### src/rtl/branch_resolve_ctrl_if.sv
// Bundle between the execute stage, the shared branch comparator, fetch and
// the BHT on one side and branch_resolve_ctrl on the other.
//   slave  : branch_resolve_ctrl (consumes EX instr, drives comparator,
//            redirect/flush, BHT update and counters)
//   master : surrounding pipeline (EX stage, comparator, fetch, BHT)
// Parameter CNT_W sets the width of the performance counters.
interface branch_resolve_ctrl_if #(
  parameter int unsigned CNT_W = 32
);
  logic             ex_valid;
  logic             ex_ready;
  logic             ex_opnd_rdy;
  logic             ex_is_br;
  logic             ex_is_jal;
  logic             ex_is_jalr;
  logic [2:0]       ex_funct3;
  logic [31:0]      ex_pc;
  logic [31:0]      ex_imm;
  logic [31:0]      ex_rs1;
  logic [31:0]      ex_rs2;
  logic             ex_pred_taken;
  logic [31:0]      ex_pred_target;
  logic [2:0]       cmp_op;
  logic [31:0]      cmp_a;
  logic [31:0]      cmp_b;
  logic             cmp_br_en;
  logic             redirect_valid;
  logic [31:0]      redirect_pc;
  logic             redirect_ack;
  logic             flush;
  logic             bht_upd_valid;
  logic [31:0]      bht_upd_pc;
  logic             bht_upd_taken;
  logic             err_illegal;
  logic [CNT_W-1:0] br_count;
  logic [CNT_W-1:0] mispred_count;

  modport slave (
    input  ex_valid, ex_opnd_rdy, ex_is_br, ex_is_jal, ex_is_jalr, ex_funct3,
           ex_pc, ex_imm, ex_rs1, ex_rs2, ex_pred_taken, ex_pred_target,
           cmp_br_en, redirect_ack,
    output ex_ready, cmp_op, cmp_a, cmp_b, redirect_valid, redirect_pc, flush,
           bht_upd_valid, bht_upd_pc, bht_upd_taken, err_illegal, br_count,
           mispred_count
  );

  modport master (
    output ex_valid, ex_opnd_rdy, ex_is_br, ex_is_jal, ex_is_jalr, ex_funct3,
           ex_pc, ex_imm, ex_rs1, ex_rs2, ex_pred_taken, ex_pred_target,
           cmp_br_en, redirect_ack,
    input  ex_ready, cmp_op, cmp_a, cmp_b, redirect_valid, redirect_pc, flush,
           bht_upd_valid, bht_upd_pc, bht_upd_taken, err_illegal, br_count,
           mispred_count
  );
endinterface

### src/rtl/branch_resolve_ctrl.sv
// Execute-stage branch resolution controller for the pipelined RV32I core.
// Drives the shared combinational comparator, resolves direction/target of
// BEQ..BGEU/JAL/JALR, checks against the fetch prediction, and on a mispredict
// issues a one-cycle flush plus a redirect held until fetch acknowledges it.
// Also emits BHT update pulses and branch/mispredict counters.
// Ports:
//   clk  - clock
//   rst  - synchronous active-high reset
//   bus  - branch_resolve_ctrl_if.slave (EX handshake, comparator, redirect,
//          flush, BHT update, err_illegal, counters)
// Parameter CNT_W must match the interface instance's CNT_W.
module branch_resolve_ctrl #(
  parameter int unsigned CNT_W = 32
) (
  input  logic                  clk,
  input  logic                  rst,
  branch_resolve_ctrl_if.slave  bus
);

  localparam logic [0:0] ST_IDLE     = 1'b0;
  localparam logic [0:0] ST_REDIRECT = 1'b1;

  logic [0:0]       state_q, state_d;
  logic             redirect_valid_q, redirect_valid_d;
  logic [31:0]      redirect_pc_q, redirect_pc_d;
  logic             flush_q, flush_d;
  logic             bht_upd_valid_q, bht_upd_valid_d;
  logic [31:0]      bht_upd_pc_q, bht_upd_pc_d;
  logic             bht_upd_taken_q, bht_upd_taken_d;
  logic             err_illegal_q, err_illegal_d;
  logic [CNT_W-1:0] br_count_q, br_count_d;
  logic [CNT_W-1:0] mispred_count_q, mispred_count_d;

  logic        is_jalr, is_jal, is_br;
  logic        illegal, taken, mispred, fire;
  logic [31:0] jalr_sum, target, next_pc;

  // Comparator is combinational and shared; operands pass straight through.
  assign bus.cmp_op = bus.ex_funct3;
  assign bus.cmp_a  = bus.ex_rs1;
  assign bus.cmp_b  = bus.ex_rs2;

  assign bus.ex_ready       = (state_q == ST_IDLE);
  assign bus.redirect_valid = redirect_valid_q;
  assign bus.redirect_pc    = redirect_pc_q;
  assign bus.flush          = flush_q;
  assign bus.bht_upd_valid  = bht_upd_valid_q;
  assign bus.bht_upd_pc     = bht_upd_pc_q;
  assign bus.bht_upd_taken  = bht_upd_taken_q;
  assign bus.err_illegal    = err_illegal_q;
  assign bus.br_count       = br_count_q;
  assign bus.mispred_count  = mispred_count_q;

  always_comb begin
    // Type decode with priority jalr > jal > br.
    is_jalr = bus.ex_is_jalr;
    is_jal  = bus.ex_is_jal & ~bus.ex_is_jalr;
    is_br   = bus.ex_is_br & ~bus.ex_is_jal & ~bus.ex_is_jalr;

    illegal  = is_br & ((bus.ex_funct3 == 3'b010) | (bus.ex_funct3 == 3'b011));
    taken    = is_br ? (bus.cmp_br_en & ~illegal) : 1'b1;
    jalr_sum = bus.ex_rs1 + bus.ex_imm;
    target   = is_jalr ? (jalr_sum & ~32'h1) : (bus.ex_pc + bus.ex_imm);
    next_pc  = taken ? target : (bus.ex_pc + 32'd4);
    mispred  = (taken != bus.ex_pred_taken) |
               (taken & (target != bus.ex_pred_target));
    fire     = (state_q == ST_IDLE) & bus.ex_valid & bus.ex_opnd_rdy &
               (is_br | is_jal | is_jalr);

    state_d          = state_q;
    redirect_valid_d = redirect_valid_q;
    redirect_pc_d    = redirect_pc_q;
    flush_d          = 1'b0;
    bht_upd_valid_d  = 1'b0;
    bht_upd_pc_d     = bht_upd_pc_q;
    bht_upd_taken_d  = bht_upd_taken_q;
    err_illegal_d    = err_illegal_q;
    br_count_d       = br_count_q;
    mispred_count_d  = mispred_count_q;

    case (state_q)
      ST_IDLE: begin
        if (fire) begin
          br_count_d = br_count_q + CNT_W'(1);
          if (is_br) begin
            bht_upd_valid_d = 1'b1;
            bht_upd_pc_d    = bus.ex_pc;
            bht_upd_taken_d = taken;
          end
          if (illegal) begin
            err_illegal_d = 1'b1;
          end
          if (mispred) begin
            mispred_count_d  = mispred_count_q + CNT_W'(1);
            flush_d          = 1'b1;
            redirect_valid_d = 1'b1;
            redirect_pc_d    = next_pc;
            state_d          = ST_REDIRECT;
          end
        end
      end
      ST_REDIRECT: begin
        // redirect_valid is already high in this state, so an ack in the
        // first REDIRECT cycle yields a single-cycle redirect pulse.
        if (bus.redirect_ack) begin
          redirect_valid_d = 1'b0;
          state_d          = ST_IDLE;
        end
      end
      default: state_d = ST_IDLE;
    endcase
  end

  always_ff @(posedge clk) begin
    if (rst) begin
      state_q          <= ST_IDLE;
      redirect_valid_q <= 1'b0;
      redirect_pc_q    <= '0;
      flush_q          <= 1'b0;
      bht_upd_valid_q  <= 1'b0;
      bht_upd_pc_q     <= '0;
      bht_upd_taken_q  <= 1'b0;
      err_illegal_q    <= 1'b0;
      br_count_q       <= '0;
      mispred_count_q  <= '0;
    end else begin
      state_q          <= state_d;
      redirect_valid_q <= redirect_valid_d;
      redirect_pc_q    <= redirect_pc_d;
      flush_q          <= flush_d;
      bht_upd_valid_q  <= bht_upd_valid_d;
      bht_upd_pc_q     <= bht_upd_pc_d;
      bht_upd_taken_q  <= bht_upd_taken_d;
      err_illegal_q    <= err_illegal_d;
      br_count_q       <= br_count_d;
      mispred_count_q  <= mispred_count_d;
    end
  end

endmodule

### src/flat_wrapper.sv
// flat-port wrapper written by rule: the top's interface ports become plain ports
module branch_resolve_ctrl_flat 
#(
  parameter int unsigned CNT_W = 32
)
  (clk, rst, bus_ex_valid, bus_ex_opnd_rdy, bus_ex_is_br, bus_ex_is_jal, bus_ex_is_jalr, bus_ex_funct3, bus_ex_pc, bus_ex_imm, bus_ex_rs1, bus_ex_rs2, bus_ex_pred_taken, bus_ex_pred_target, bus_cmp_br_en, bus_redirect_ack, bus_ex_ready, bus_cmp_op, bus_cmp_a, bus_cmp_b, bus_redirect_valid, bus_redirect_pc, bus_flush, bus_bht_upd_valid, bus_bht_upd_pc, bus_bht_upd_taken, bus_err_illegal, bus_br_count, bus_mispred_count);
  branch_resolve_ctrl_if #(.CNT_W(CNT_W)) bus_i ();
  input  logic clk;
  input  logic rst;
  input wire logic [$bits(bus_i.ex_valid)-1:0] bus_ex_valid;
  input wire logic [$bits(bus_i.ex_opnd_rdy)-1:0] bus_ex_opnd_rdy;
  input wire logic [$bits(bus_i.ex_is_br)-1:0] bus_ex_is_br;
  input wire logic [$bits(bus_i.ex_is_jal)-1:0] bus_ex_is_jal;
  input wire logic [$bits(bus_i.ex_is_jalr)-1:0] bus_ex_is_jalr;
  input wire logic [$bits(bus_i.ex_funct3)-1:0] bus_ex_funct3;
  input wire logic [$bits(bus_i.ex_pc)-1:0] bus_ex_pc;
  input wire logic [$bits(bus_i.ex_imm)-1:0] bus_ex_imm;
  input wire logic [$bits(bus_i.ex_rs1)-1:0] bus_ex_rs1;
  input wire logic [$bits(bus_i.ex_rs2)-1:0] bus_ex_rs2;
  input wire logic [$bits(bus_i.ex_pred_taken)-1:0] bus_ex_pred_taken;
  input wire logic [$bits(bus_i.ex_pred_target)-1:0] bus_ex_pred_target;
  input wire logic [$bits(bus_i.cmp_br_en)-1:0] bus_cmp_br_en;
  input wire logic [$bits(bus_i.redirect_ack)-1:0] bus_redirect_ack;
  output wire logic [$bits(bus_i.ex_ready)-1:0] bus_ex_ready;
  output wire logic [$bits(bus_i.cmp_op)-1:0] bus_cmp_op;
  output wire logic [$bits(bus_i.cmp_a)-1:0] bus_cmp_a;
  output wire logic [$bits(bus_i.cmp_b)-1:0] bus_cmp_b;
  output wire logic [$bits(bus_i.redirect_valid)-1:0] bus_redirect_valid;
  output wire logic [$bits(bus_i.redirect_pc)-1:0] bus_redirect_pc;
  output wire logic [$bits(bus_i.flush)-1:0] bus_flush;
  output wire logic [$bits(bus_i.bht_upd_valid)-1:0] bus_bht_upd_valid;
  output wire logic [$bits(bus_i.bht_upd_pc)-1:0] bus_bht_upd_pc;
  output wire logic [$bits(bus_i.bht_upd_taken)-1:0] bus_bht_upd_taken;
  output wire logic [$bits(bus_i.err_illegal)-1:0] bus_err_illegal;
  output wire logic [$bits(bus_i.br_count)-1:0] bus_br_count;
  output wire logic [$bits(bus_i.mispred_count)-1:0] bus_mispred_count;
  assign bus_i.ex_valid = bus_ex_valid;
  assign bus_i.ex_opnd_rdy = bus_ex_opnd_rdy;
  assign bus_i.ex_is_br = bus_ex_is_br;
  assign bus_i.ex_is_jal = bus_ex_is_jal;
  assign bus_i.ex_is_jalr = bus_ex_is_jalr;
  assign bus_i.ex_funct3 = bus_ex_funct3;
  assign bus_i.ex_pc = bus_ex_pc;
  assign bus_i.ex_imm = bus_ex_imm;
  assign bus_i.ex_rs1 = bus_ex_rs1;
  assign bus_i.ex_rs2 = bus_ex_rs2;
  assign bus_i.ex_pred_taken = bus_ex_pred_taken;
  assign bus_i.ex_pred_target = bus_ex_pred_target;
  assign bus_i.cmp_br_en = bus_cmp_br_en;
  assign bus_i.redirect_ack = bus_redirect_ack;
  assign bus_ex_ready = bus_i.ex_ready;
  assign bus_cmp_op = bus_i.cmp_op;
  assign bus_cmp_a = bus_i.cmp_a;
  assign bus_cmp_b = bus_i.cmp_b;
  assign bus_redirect_valid = bus_i.redirect_valid;
  assign bus_redirect_pc = bus_i.redirect_pc;
  assign bus_flush = bus_i.flush;
  assign bus_bht_upd_valid = bus_i.bht_upd_valid;
  assign bus_bht_upd_pc = bus_i.bht_upd_pc;
  assign bus_bht_upd_taken = bus_i.bht_upd_taken;
  assign bus_err_illegal = bus_i.err_illegal;
  assign bus_br_count = bus_i.br_count;
  assign bus_mispred_count = bus_i.mispred_count;
  branch_resolve_ctrl #(.CNT_W(CNT_W)) u_core (.clk(clk), .rst(rst), .bus(bus_i));
endmodule
### config.mk
export PLATFORM = sky130hd
export DESIGN_NAME = branch_resolve_ctrl_flat
export DESIGN_NICKNAME = d
export VERILOG_FILES = /design/src/rtl/branch_resolve_ctrl_if.sv /design/src/rtl/branch_resolve_ctrl.sv /design/src/flat_wrapper.sv
export SDC_FILE = /design/constraint.sdc
export NUM_CORES = 1
export LEC_CHECK = 0
export BUFFER_PORTS_ARGS = -buffer_cell sky130_fd_sc_hd__buf_4
export CORE_AREA = 5 5 156 158
export CTS_CLUSTER_DIAMETER = 40
export DETAILED_ROUTE_END_ITERATION = 16
export DIE_AREA = 0 0 161 163
export PLACE_DENSITY_LB_ADDON = 0.12
export SETUP_SLACK_MARGIN = 0.1
export SLEW_MARGIN = 20
export SYNTH_ARGS = -nofsm -noshare
export SYNTH_HDL_FRONTEND = slang
export SYNTH_SLANG_ARGS = --single-unit
### constraint.sdc
create_clock -name clk -period 5 [get_ports clk]
set_input_delay 0.75 -clock clk [delete_from_list [all_inputs] [get_ports clk]]
set_output_delay 0.75 -clock clk [all_outputs]
set_load 0.01 [all_outputs]
==> impl_metrics.json <==
{
  "power_density_nw_per_um2": 243,
  "stdcell_count": 2107,
  "antenna_left": 0,
  "io_pins": 374,
  "grt-ovfl-total": 0,
  "first_iter_violations": 1297,
  "placed_area_sq_um": 14000,
  "post-place-ws_ns": -0.0258,
  "first_global_vias": 12000,
  "dp.cells": 2075,
  "drc_errors": 0,
  "antenna_found_initial": 0,
  "drive_above_1_share_pct": 22.4,
  "synthXorXnorAreaFrac_pct": 11.1,
  "worstRegToRegCells": 12,
  "cts_tree": "built",
  "synth_adder_area_share_pct": 7.10,
  "cap_violations": 0,
  "crit_type": "input pin to flip-flop",
  "viasPerCell": 6.05,
  "min_path_type": "flip-flop to flip-flop",
  "async_flop_share_pct": 0,
  "slew_headroom_pct": 29.8,
  "status": "completed",
  "dieArea_sq_um": 26200,
  "skew_ns": 0.00956,
  "clock_latency_ns": 0.42,
  "synth-compound-area-share_pct": 24.8,
  "ys_warn_count": 0,
  "post_cts.repair.setup_buffers": 0,
  "cts_buffers": 17,
  "hold_viol_final": 0,
  "syn_inst": 1595,
  "start_kind": "input pin",
  "synth_cell_type_count": 76,
  "die_w_microns": 161,
  "endpoint_kind": "flip-flop",
  "cts_htree_levels": 4,
  "grt_usage_pct": 29.0,
  "gp_congestion": 0.950,
  "clkTransAtPathRegs_ns": 0.07,
  "grt_max_degree": 100,
  "design_area_sq_um": 14600,
  "ir_drop_mv": 0.194,
  "port_buffers": 307,
  "grt_first_pass_wirelength_mm": 62.4,
  "synth_area_per_cell_sq_um": 7.43,
  "fmax_mhz": 213,
  "start_util_pct": 51.5,
  "worst-path-max-fanout": 19,
  "fin_crit_sh_pct": 94.0,
  "diodes": 0,
  "seq_area_frac_synth_pct": 22.6,
  "yosys-mux-area-fraction_pct": 1.72,
  "maxSlewViolCount": 0,
  "setup_viol": 0,
  "yosys.area_share.simple_pct": 23.9,
  "fp.coreArea_sq_um": 23000,
  "fillers": 2132,
  "synth_area_sq_um": 11800,
  "cts_sinks": 134,
  "leakagePower_nw": 6.10,
  "hold_depth": 2,
  "clockBufferDepth": 2,
  "drt_wl_total_mm": 39.8,
  "synthToLayoutAreaGrowth_pct": 23.2,
  "syn_nets": 1834,
  "drtPass1Iterations": 6,
  "synth_top_family_by_area": "compound AO/OA/AOI/OAI gates",
  "ys_seq_elements": 134,
  "crit_arrival_ns": 4.95,
  "grt_setup_unrepaired": "no",
  "worstMarginPinSlew_ns": 1.05,
  "fin_nets": 2043,
  "dp_hpwl_mm": 31.2,
  "die_h_microns": 163,
  "synth_top_flop_cell": "dfxtp_1",
  "cp_data_required_time_ns": 5.25,
  "power_mw": 3.54,
  "finalSetupTns_ns": 0,
  "layout_setup_ws_ns": 0.301,
  "period_minus_slack_ns": 4.70,
  "clockRootBuffer": "clkbuf_16",
  "wl_per_cell_microns": 18.9,
  "fp-row-count": 56,
  "vias": 12800,
  "synth_edf_count": 0
}
## sequential cells by signal (all words and copies together), names as in the netlist, 32 cells and up
register and flops:
u_core.bus.br_count 32, u_core.bus.mispred_count 32, u_core.bus.redirect_pc 32, u_core.bus.bht_upd_pc 32
## cell type report
cell class | count | area (sq um) | area share (%)
inverters | 28 | 105 | 0.720
repair buffers | 357 | 2710 | 18.5
multi-input cells | 1266 | 8150 | 55.9
well taps | 290 | 363 | 2.49
flip-flops and latches | 134 | 2680 | 18.4
clock buffers | 19 | 433 | 2.97
clock inverters | 13 | 150 | 1.03
## cell usage after synthesis (7+ instances only)
cell type  number  share of area (%)
and2_1          9               0.48
o211ai_1       14               0.89
o31ai_1        34                2.2
nor2_1         99                3.1
inv_1          28               0.89
nand2_1       187                5.9
nor4_1          8               0.42
a31oi_1         9               0.48
ha_1           64                6.8
xor2_1         65                4.8
xnor2_1        72                5.3
buf_4          72                4.6
dfxtp_1       134                 23
a211o_1         7               0.52
and3_1         32                1.7
o21a_1         18                1.1
clkbuf_1       82                2.6
nand4_1        40                2.1
nand3_1        79                3.3
or3_1          15               0.79
a211oi_1       21                1.3
a21oi_1       191                8.1
and4_1         13               0.96
o2111ai_1      14                1.0
mux2i_1        17                1.4
o21ai_0        80                3.4
or4_1          33                2.1
a21o_1         19                1.2
nor3_1         26                1.1
## logic make-up (layout without fill, tap and decap cells)
logic type | after synthesis | after routing
muxes | 20 | 20
AOI/OAI and AO/OA | 470 | 470
adders and majority gates | 66 | 66
DFF | 134 | 134
xor gates and xnor gates | 142 | 142
and+or+nand+nor | 568 | 568
buffers and inverters | 195 | 417
## per-stage QoR
| stage | util (%) | hold slack, ns |
|---|---|---|
| 6_report | 63.5 | 0.456 |
| 5_1_grt | 63.5 | 0.472 |
| 4_1_cts | 63.5 | 0.457 |
| 3_5_place_dp | 60.9 | 0.450 |
| 3_3_place_gp | 60.9 | 0.443 |
| 2_1_floorplan | - | 0.437 |
## path summary, 6_finish.rpt
| kind | start | end | slack (ns) |
|---|---|---|---|
| min reg2reg | u_core.bus.bht_upd_pc[1] | u_core.bus.bht_upd_pc[1] | 0.46 |
| max | bus_ex_imm[0] | u_core.bus.redirect_pc[0] | 0.30 |
| max reg2reg | u_core.bus.mispred_count[11] | u_core.bus.mispred_count[31] | 2.06 |
| min | u_core.bus.bht_upd_pc[1] | u_core.bus.bht_upd_pc[1] | 0.46 |
## critical path: stages
cell	delay, ns
buf_4	0.12
ha_1	0.22
fa_1	0.42
a21o_1	0.20
buf_4	0.14
a22o_1	0.18
o41ai_1	0.28
buf_4	0.18
xnor3_1	0.25
a211oi_1	0.40
a21oi_1	0.06
a2111oi_0	0.36
nand4_1	0.16
nand4b_4	0.23
or3_1	0.51
buf_12	0.21
a21oi_1	0.19
a311oi_2	0.07
## timing repair
item,CTS,global route
hold buffers,0,0
gates resized for setup,0,1
endpoints found under the setup margin,0,1
## layout by cell type (no fill, tap or decap), drive strengths merged, types with 31 or more instances in the layout
cell type | synthesis | routed
nand3 | 79 | 79
nand2 | 187 | 187
or4 | 33 | 33
and3 | 32 | 32
nor2 | 99 | 99
a21oi | 191 | 191
inv | 28 | 31
xor2 | 65 | 65
ha | 64 | 64
buf | 84 | 357
nand4 | 40 | 40
o31ai | 34 | 34
o21ai | 86 | 86
xnor2 | 72 | 72
dfxtp | 134 | 134
## metal layers
metal	global-route usage [%]	vias up	part of all wire, %	routed length (microns)
met1	40.5	5931	44	17600
li1	-	6195	-	-
met5	0	-	0	0
met4	9.65	0	3.0	1180
met2	46.9	553	46	18200
met3	3.14	74	7.0	2800
## power breakdown
group	switching [mW]	internal (mW)
logic	0.694	0.516
registers	0.0149	1.09
clock network	0.487	0.740
Note: power is estimated with default switching activity, not from simulation.
